### src/rtl/mips150_lsu.sv
// mips150_lsu: single-outstanding load/store unit with lane steering, alignment check and wait timeout.
module mips150_lsu #(
   parameter int DATA_W  = 32,
   parameter int ADDR_W  = 32,
   parameter int TIMEOUT = 255
) (
   input  logic                clk,
   input  logic                rst_n,
   input  logic                op_valid,
   output logic                op_ready,
   input  logic                op_store,
   input  logic [1:0]          op_size,
   input  logic                op_unsigned,
   input  logic [ADDR_W-1:0]   op_addr,
   input  logic [DATA_W-1:0]   op_wdata,
   input  logic [4:0]          op_rd,
   output logic                mem_req,
   output logic                mem_we,
   output logic [ADDR_W-1:0]   mem_addr,
   output logic [DATA_W/8-1:0] mem_be,
   output logic [DATA_W-1:0]   mem_wdata,
   input  logic                mem_gnt,
   input  logic                mem_rvalid,
   input  logic [DATA_W-1:0]   mem_rdata,
   output logic                res_valid,
   output logic [DATA_W-1:0]   res_data,
   output logic [4:0]          res_rd,
   output logic                res_regwrite,
   output logic                res_misalign,
   output logic                res_timeout
);
   localparam int NB = DATA_W / 8;
   localparam int OW = $clog2(NB);
   localparam int CW = $clog2(TIMEOUT + 1) + 1;
   typedef enum logic [1:0] {IDLE, REQ, RESP, DONE} state_t;
   state_t state;
   logic [CW-1:0] cnt;
   logic store_q, uns_q, mis, tmo;
   logic [1:0] size_q;
   logic [OW-1:0] off, off_q;
   logic [7:0] bm;
   logic [2:0] am;
   logic [6:0] k;
   logic [NB-1:0] be;
   logic [DATA_W-1:0] wsh, wd, rs, t, ld;
   assign off = op_addr[OW-1:0];
   assign op_ready = state == IDLE;
   assign tmo = cnt >= CW'(TIMEOUT - 1);
   always_comb begin
      bm = 8'((9'd1 << (4'd1 << op_size)) - 9'd1);
      am = (3'd1 << op_size) - 3'd1;
      mis = |(op_addr[2:0] & am) | (op_size == 2'd3 && DATA_W == 32);
      be = NB'(bm) << off;
      wsh = op_wdata << {off, 3'b000};
      wd = wsh;
      for (int i = 0; i < NB; i++)
         if (!be[i]) wd[8*i +: 8] = 8'h00;
      // Park the loaded field at the top, then shift back down to extend it.
      rs = mem_rdata >> {off_q, 3'b000};
      k = 7'(DATA_W) - (7'd8 << size_q);
      t = rs << k;
      if (uns_q) ld = t >> k;
      else ld = $signed(t) >>> k;
   end
   always_ff @(posedge clk or negedge rst_n) begin
      if (!rst_n) begin
         state <= IDLE;
         cnt <= '0;
         store_q <= 1'b0;
         uns_q <= 1'b0;
         size_q <= 2'd0;
         off_q <= '0;
         mem_req <= 1'b0;
         mem_we <= 1'b0;
         mem_addr <= '0;
         mem_be <= '0;
         mem_wdata <= '0;
         res_valid <= 1'b0;
         res_data <= '0;
         res_rd <= 5'd0;
         res_regwrite <= 1'b0;
         res_misalign <= 1'b0;
         res_timeout <= 1'b0;
      end else begin
         case (state)
            IDLE: if (op_valid) begin
               store_q <= op_store;
               size_q <= op_size;
               uns_q <= op_unsigned;
               off_q <= off;
               cnt <= '0;
               res_rd <= op_rd;
               res_data <= '0;
               res_misalign <= mis;
               res_timeout <= 1'b0;
               res_regwrite <= 1'b0;
               res_valid <= mis;
               mem_req <= !mis;
               mem_we <= op_store;
               mem_addr <= op_addr & ~ADDR_W'(NB - 1);
               mem_be <= be;
               mem_wdata <= op_store ? wd : '0;
               state <= mis ? DONE : REQ;
            end
            REQ: if (mem_gnt) begin
               mem_req <= 1'b0;
               cnt <= cnt + 1'b1;
               res_valid <= store_q;
               state <= store_q ? DONE : RESP;
            end else if (tmo) begin
               mem_req <= 1'b0;
               res_timeout <= 1'b1;
               res_valid <= 1'b1;
               state <= DONE;
            end else cnt <= cnt + 1'b1;
            RESP: if (mem_rvalid) begin
               res_data <= ld;
               res_regwrite <= 1'b1;
               res_valid <= 1'b1;
               state <= DONE;
            end else if (tmo) begin
               res_timeout <= 1'b1;
               res_valid <= 1'b1;
               state <= DONE;
            end else cnt <= cnt + 1'b1;
            DONE: begin
               res_valid <= 1'b0;
               state <= IDLE;
            end
         endcase
      end
   end
endmodule

### config.mk
export PLATFORM = sky130hd
export DESIGN_NAME = mips150_lsu
export DESIGN_NICKNAME = d
export VERILOG_FILES = /design/src/rtl/mips150_lsu.sv
export SDC_FILE = /design/constraint.sdc
export NUM_CORES = 1
export LEC_CHECK = 0
export ABC_CLOCK_PERIOD_IN_PS = 5700
export CAP_MARGIN = 25
export CELL_PAD_IN_SITES_DETAIL_PLACEMENT = 1
export CELL_PAD_IN_SITES_GLOBAL_PLACEMENT = 2
export CORE_UTILIZATION = 30
export DETAILED_ROUTE_END_ITERATION = 7
export PLACE_DENSITY_LB_ADDON = 0.3
export SLEW_MARGIN = 5
export SYNTH_ARGS = -nofsm -noshare
export SYNTH_HDL_FRONTEND = slang
export SYNTH_SLANG_ARGS = --single-unit
### constraint.sdc
create_clock -name clk -period 5.7 [get_ports clk]
set_input_delay 1.14 -clock clk [delete_from_list [all_inputs] [get_ports clk]]
set_output_delay 1.14 -clock clk [all_outputs]
set_load 0.02 [all_outputs]
Yosys cells after proc, flatten, opt, wreduce, memory -nomap -nowiden

Cells that the tools add are included.

Add/subtract/negate cells: 4
Order comparisons: 1
Eq/ne operators: 9
Shift-type cells: 10
Muxes and demuxes: 37
Bitwise operators: 2
Reduce and logical (&&, ||, !) cells: 11

Operators with widths:

| operator                                                           | count |
|---|---|
| 2-to-1 mux 32 bit                                                  | 4 |
| one-hot mux 32 bit (2 select lines)                                | 1 |
| 2-to-1 mux 9 bit                                                   | 4 |
| 2-to-1 mux 8 bit                                                   | 4 |
| << shifter 32 x 5 -> 32 bit                                        | 1 |
| << shifter 32 x 7 -> 32 bit                                        | 1 |
| >> shifter 32 x 5 -> 32 bit                                        | 1 |
| >> shifter 32 x 7 -> 32 bit                                        | 1 |
| >>> shifter 32 x 7 -> 32 bit                                       | 1 |
| one-hot mux 9 bit (3 select lines)                                 | 1 |
| 2-to-1 mux 1 bit                                                   | 13 |
| 2-to-1 mux 2 bit                                                   | 5 |
| adder 9 x 1 -> 9 bit (second input constant)                       | 1 |
| greater-or-equal comparator 9 x 8 -> 1 bit (second input constant) | 1 |
| AND reduction 3 bit                                                | 3 |
| inequality test 2 bit (second input constant)                      | 4 |
| one-hot mux 2 bit (4 select lines)                                 | 1 |
| << shifter 4 x 2 -> 7 bit (first input constant)                   | 1 |
| subtractor 6 x 7 -> 7 bit (first input constant)                   | 1 |
| == test 2 bit (second input constant)                              | 3 |
| one-hot mux 1 bit (2 select lines)                                 | 2 |
| one-hot mux 1 bit (4 select lines)                                 | 1 |
| AND reduction 4 bit                                                | 1 |
| nonzero test 2 bit                                                 | 2 |
| 16 further kinds                                                   | 16 |

Flip-flop bits (word level): 125
Output and inout port bits: 112

Longest topological paths before layout

Depth in word-level cells: 8
Mapped depth: 10
Gate-level depth less buffers: 8

Worst setup path before layout

Ideal clock, no wire load.

Path kind: input-to-reg
Start point: input port op_size[1]
End point: register mem_wdata[30]
Setup time: 0.121 ns
Arrival: 2.310 ns
Data required time: 5.579 ns
Setup slack: 3.269 ns
Cell stages on the path: 8
Path buffers: 0
Path through: nor2_1 > inv_1 > ha_1 > nor3b_1 > o21bai_1 > a21oi_1 > nor2_1 > a22o_1

Longest elaborated chain between the ends: 6

Ends and longest elaborated chain:

| what                      | RTL line | RTL |
|---|---|---|
| start: declaration        | 12       | `input logic [1:0] op_size,` |
| << shifter 1 x 2 -> 4 bit | 50       | `bm = 8'((9'd1 << (4'd1 << op_size)) - 9'd1);` |
| << shifter 1 x 4 -> 4 bit | 50       |  |
| subtractor 4 x 1 -> 4 bit | 50       |  |
| << shifter 4 x 2 -> 4 bit | 53       | `be = NB'(bm) << off;` |
| 2-to-1 mux 8 bit          | 57       | `if (!be[i]) wd[8*i +: 8] = 8'h00;` |
| 2-to-1 mux 32 bit         | 102      | `mem_wdata <= op_store ? wd : '0;` |
| end signal: assignment    | 102      |  |
| end: declaration          | 21       | `output logic [DATA_W-1:0] mem_wdata,` |

Every way passes these cells.
A chain may end at the register's enable or synchronous reset.

Worst setup path after layout

Start point: register state[1]
End point: output port op_ready

Longest elaborated chain between the ends: 1

Ends and longest elaborated chain:

| what                     | RTL line | RTL |
|---|---|---|
| start: declaration       | 36       | `state_t state;` |
| start signal: assignment | 103      | `state <= mis ? DONE : REQ;` |
| start signal: assignment | 109      | `state <= store_q ? DONE : RESP;` |
| logical NOT 2 bit        | 47       | `assign op_ready = state == IDLE;` |
| end: declaration         | 10       | `output logic op_ready,` |

Every way passes these cells.

==> flow_metrics.env <==
export IMPL_status="finished, final reports clean"
export IMPL_crit_fanout=14
export IMPL_die_area_um2=20900
export IMPL_wirelength_um=20300
export IMPL_drtPass1Iterations=4
export IMPL_synth_cells=535
export IMPL_synth_cell_type_count=56
export IMPL_avgViaCountPerCell=5.14
export IMPL_yosysSeqAreaShare_pct=51.4
export IMPL_htreeDepth=4
export IMPL_drt_initial_drc_count=238
export IMPL_reg2reg_from="state[1]"
export IMPL_cts_setup_buffers=0
export IMPL_diodes=0
export IMPL_die_w_um=144
export IMPL_fmax_mhz=295
export IMPL_yosys_area_share_simple_pct=8.41
export IMPL_cts_sinks=125
export IMPL_ant_nets=0
export IMPL_min_to="cnt[4]"
export IMPL_num_vias=5262
export IMPL_synth_compound_area_share_pct=19.5
export IMPL_end_kind="output port"
export IMPL_maxSlewViolCount=0
export IMPL_core_area_um2=19700
export IMPL_synthArstFlopShare_pct=100
export IMPL_tightest_slew_ps=1000
export IMPL_setup_viol=0
export IMPL_worstHoldStart="cnt[4]"
export IMPL_p_leak_nw=3.86
export IMPL_period_share_pct=59.5
export IMPL_tns_ps=0
export IMPL_cp_num_buf_inv=2
export IMPL_row_count=51
export IMPL_synth_mux_area_share_pct=15.7
export IMPL_synth_edf_count=0
export IMPL_io_buffers=219
export IMPL_synth_top_family_by_area="compound AO/OA/AOI/OAI gates"
export IMPL_dp_cells=991
export IMPL_synth_ff_type="dfrtp_1"
export IMPL_hold_class="flop to flop"
export IMPL_gp_congestion=0.812
export IMPL_synth_avg_cell_area_um2=11.4
export IMPL_synth_xor_area_share_pct=0
export IMPL_ir_drop_mv=0.246
export IMPL_area_growth_syn_to_layout_pct=49.5
export IMPL_drc=0
export IMPL_crit_arrival_ps=2250
export IMPL_nNetsFinal=864
export IMPL_period_minus_slack_ps=3390
export IMPL_root_buffer="clkbuf_16"
export IMPL_crit_required_ps=4560
export IMPL_gr_total_overflow=0
export IMPL_final_layout_size_suffix_gt1_share_pct=12.3
export IMPL_yosys_area_share_adder_pct=1.64
export IMPL_ios=222
export IMPL_whs_path_depth=1
export IMPL_track_usage_pct=20.0
export IMPL_hold_viol=0
export IMPL_synth_seq_cells=125
export IMPL_ff2ff_setup_slack_ps=3200
export IMPL_initial_core_util_pct=31.0
export IMPL_die_h_um=144
export IMPL_dp_hpwl_um=14800
export IMPL_grt_pass1_wl_um=31600
export IMPL_slowest_stage="clkdlybuf4s50_1"
export IMPL_cellPowerDensity_nw_per_um2=550
export IMPL_synthesis_area_um2=6090
export IMPL_skew_ps=12.1
export IMPL_cts_hold_buf=0
export IMPL_cts_tree="done"
export IMPL_r2r_cells=4
export IMPL_crit_type="flop to output port"
export IMPL_wl_per_cell_um=19.9
export IMPL_cts_buffers=17
export IMPL_clk_pin_slew_ps=60
export IMPL_maxCapViolCount=0
export IMPL_grt_antenna_before_repair=1
export IMPL_fin_cells=1024
export IMPL_path_delay_family="buffers and inverters"
export IMPL_grt_max_degree=85
export IMPL_yosysWarnings=0
export IMPL_clockBufferDepth=2
export IMPL_finish_utilization_pct=46.3
export IMPL_cts_resized=0
export IMPL_r2r_end="res_rd[4]"
export IMPL_grt_setup_unrepaired="no"
export IMPL_cp_cell_sequence="inv_1 > ha_1 > clkdlybuf4s50_1"
export IMPL_insertion_delay_ps=420
export IMPL_slew_headroom_pct=33.0
export IMPL_start_kind="flop"
export IMPL_layout_common_cells="clkdlybuf4s50_1 (218), dfrtp_1 (125), nand2_1 (54), mux2_2 (45), o21ai_0 (44)"
export IMPL_final_common_cell="clkdlybuf4s50_1"
export IMPL_critPathMaxStageDelay_ps=720
export IMPL_grt_pass1_vias=5736
worst max-delay path by stage:
stage | slack (ps) | depth (start not counted) | start | endpoint
2_1_floorplan | 3270 | 8 | op_size[1] | mem_wdata[30]
3_3_place_gp | 2360 | 8 | op_size[0] | mem_wdata[27]
3_5_place_dp | 2260 | 8 | op_size[0] | mem_wdata[26]
4_1_cts | 2300 | 3 | state[1] | op_ready
5_1_grt | 2200 | 3 | state[0] | op_ready
6_report | 2310 | 3 | state[1] | op_ready
synthesized netlist by cell type (all sizes together) (3+ instances only):
cell | count | area [um^2]
a22o | 31 | 272
a221o | 24 | 240
mux2 | 47 | 533
inv | 8 | 30.0
nand2b | 7 | 51.3
nand4 | 3 | 18.8
nor2 | 12 | 45.0
o21ai | 45 | 225
clkbuf | 18 | 67.6
o2bb2ai | 6 | 52.6
o31ai | 6 | 45.0
a21boi | 3 | 22.5
ha | 8 | 100
nand2 | 56 | 218
buf | 16 | 105
dfrtp | 125 | 3130
or3 | 3 | 18.8
and2 | 4 | 27.5
mux2i | 42 | 420
nor2b | 4 | 25.0
o22ai | 10 | 62.6
a21oi | 22 | 121
nor3 | 6 | 35.0
metrics by stage:
step | setup WS [ps] | power (mW) | instance area, um^2 | hold WS [ps]
after floorplan | 3270 | 2.81 | 6090 | 448
after global placement | 2360 | 3.84 | 8490 | 464
after detailed placement | 2260 | 3.91 | 8490 | 471
after CTS | 2300 | 5.07 | 9100 | 487
after global routing | 2200 | 5.29 | 9100 | 520
final | 2310 | 5.01 | 9100 | 485
flip-flops by register name (all words and copies together) (netlist names), 2 cells and up:
name / flops
state: 2
cnt: 9
mem_addr: 30
res_data: 32
size_q: 2
mem_be: 4
mem_wdata: 32
res_rd: 5
off_q: 2
power by group:
part	switching, mW	internal (mW)
Combinational	1.22	1.12
Sequential	0.281	1.26
Clock	0.420	0.701
worst reg2reg max path, cell delays in order, from the launching register on:
cell and delay (ps):
dfrtp_1 440, inv_1 110, ha_1 570, nand2_4 670, mux2_2 590
layer usage:
layer	GRT usage [%]	vias to the layer above	routed length (um)
li1	-	2426	-
met1	25.0	2677	8670
met3	6.26	15	1120
met2	33.2	144	10300
met4	5.48	0	223
met5	0	-	0
cells by family (layout without fill, tap and decap cells):
group | Yosys count | count (layout)
AO/OA/AOI/OAI | 165 | 165
flip-flops | 125 | 125
AND/OR/NAND/NOR | 105 | 105
buffers and inverters | 42 | 265
multiplexers | 89 | 89
adder cells (fa/ha/maj) | 8 | 8
other | 1 | 2
area by class of cell:
class                   instances  area, um^2
clock buffers                  19         443
clock inverters                13         168
fillers                      2154       10500
inverters                       8        30.0
multi-input cells             369        2770
flip-flops and latches        125        3130
well taps                     265         332
repair buffers                225        2230
Note: power is estimated with default switching activity, not from simulation.
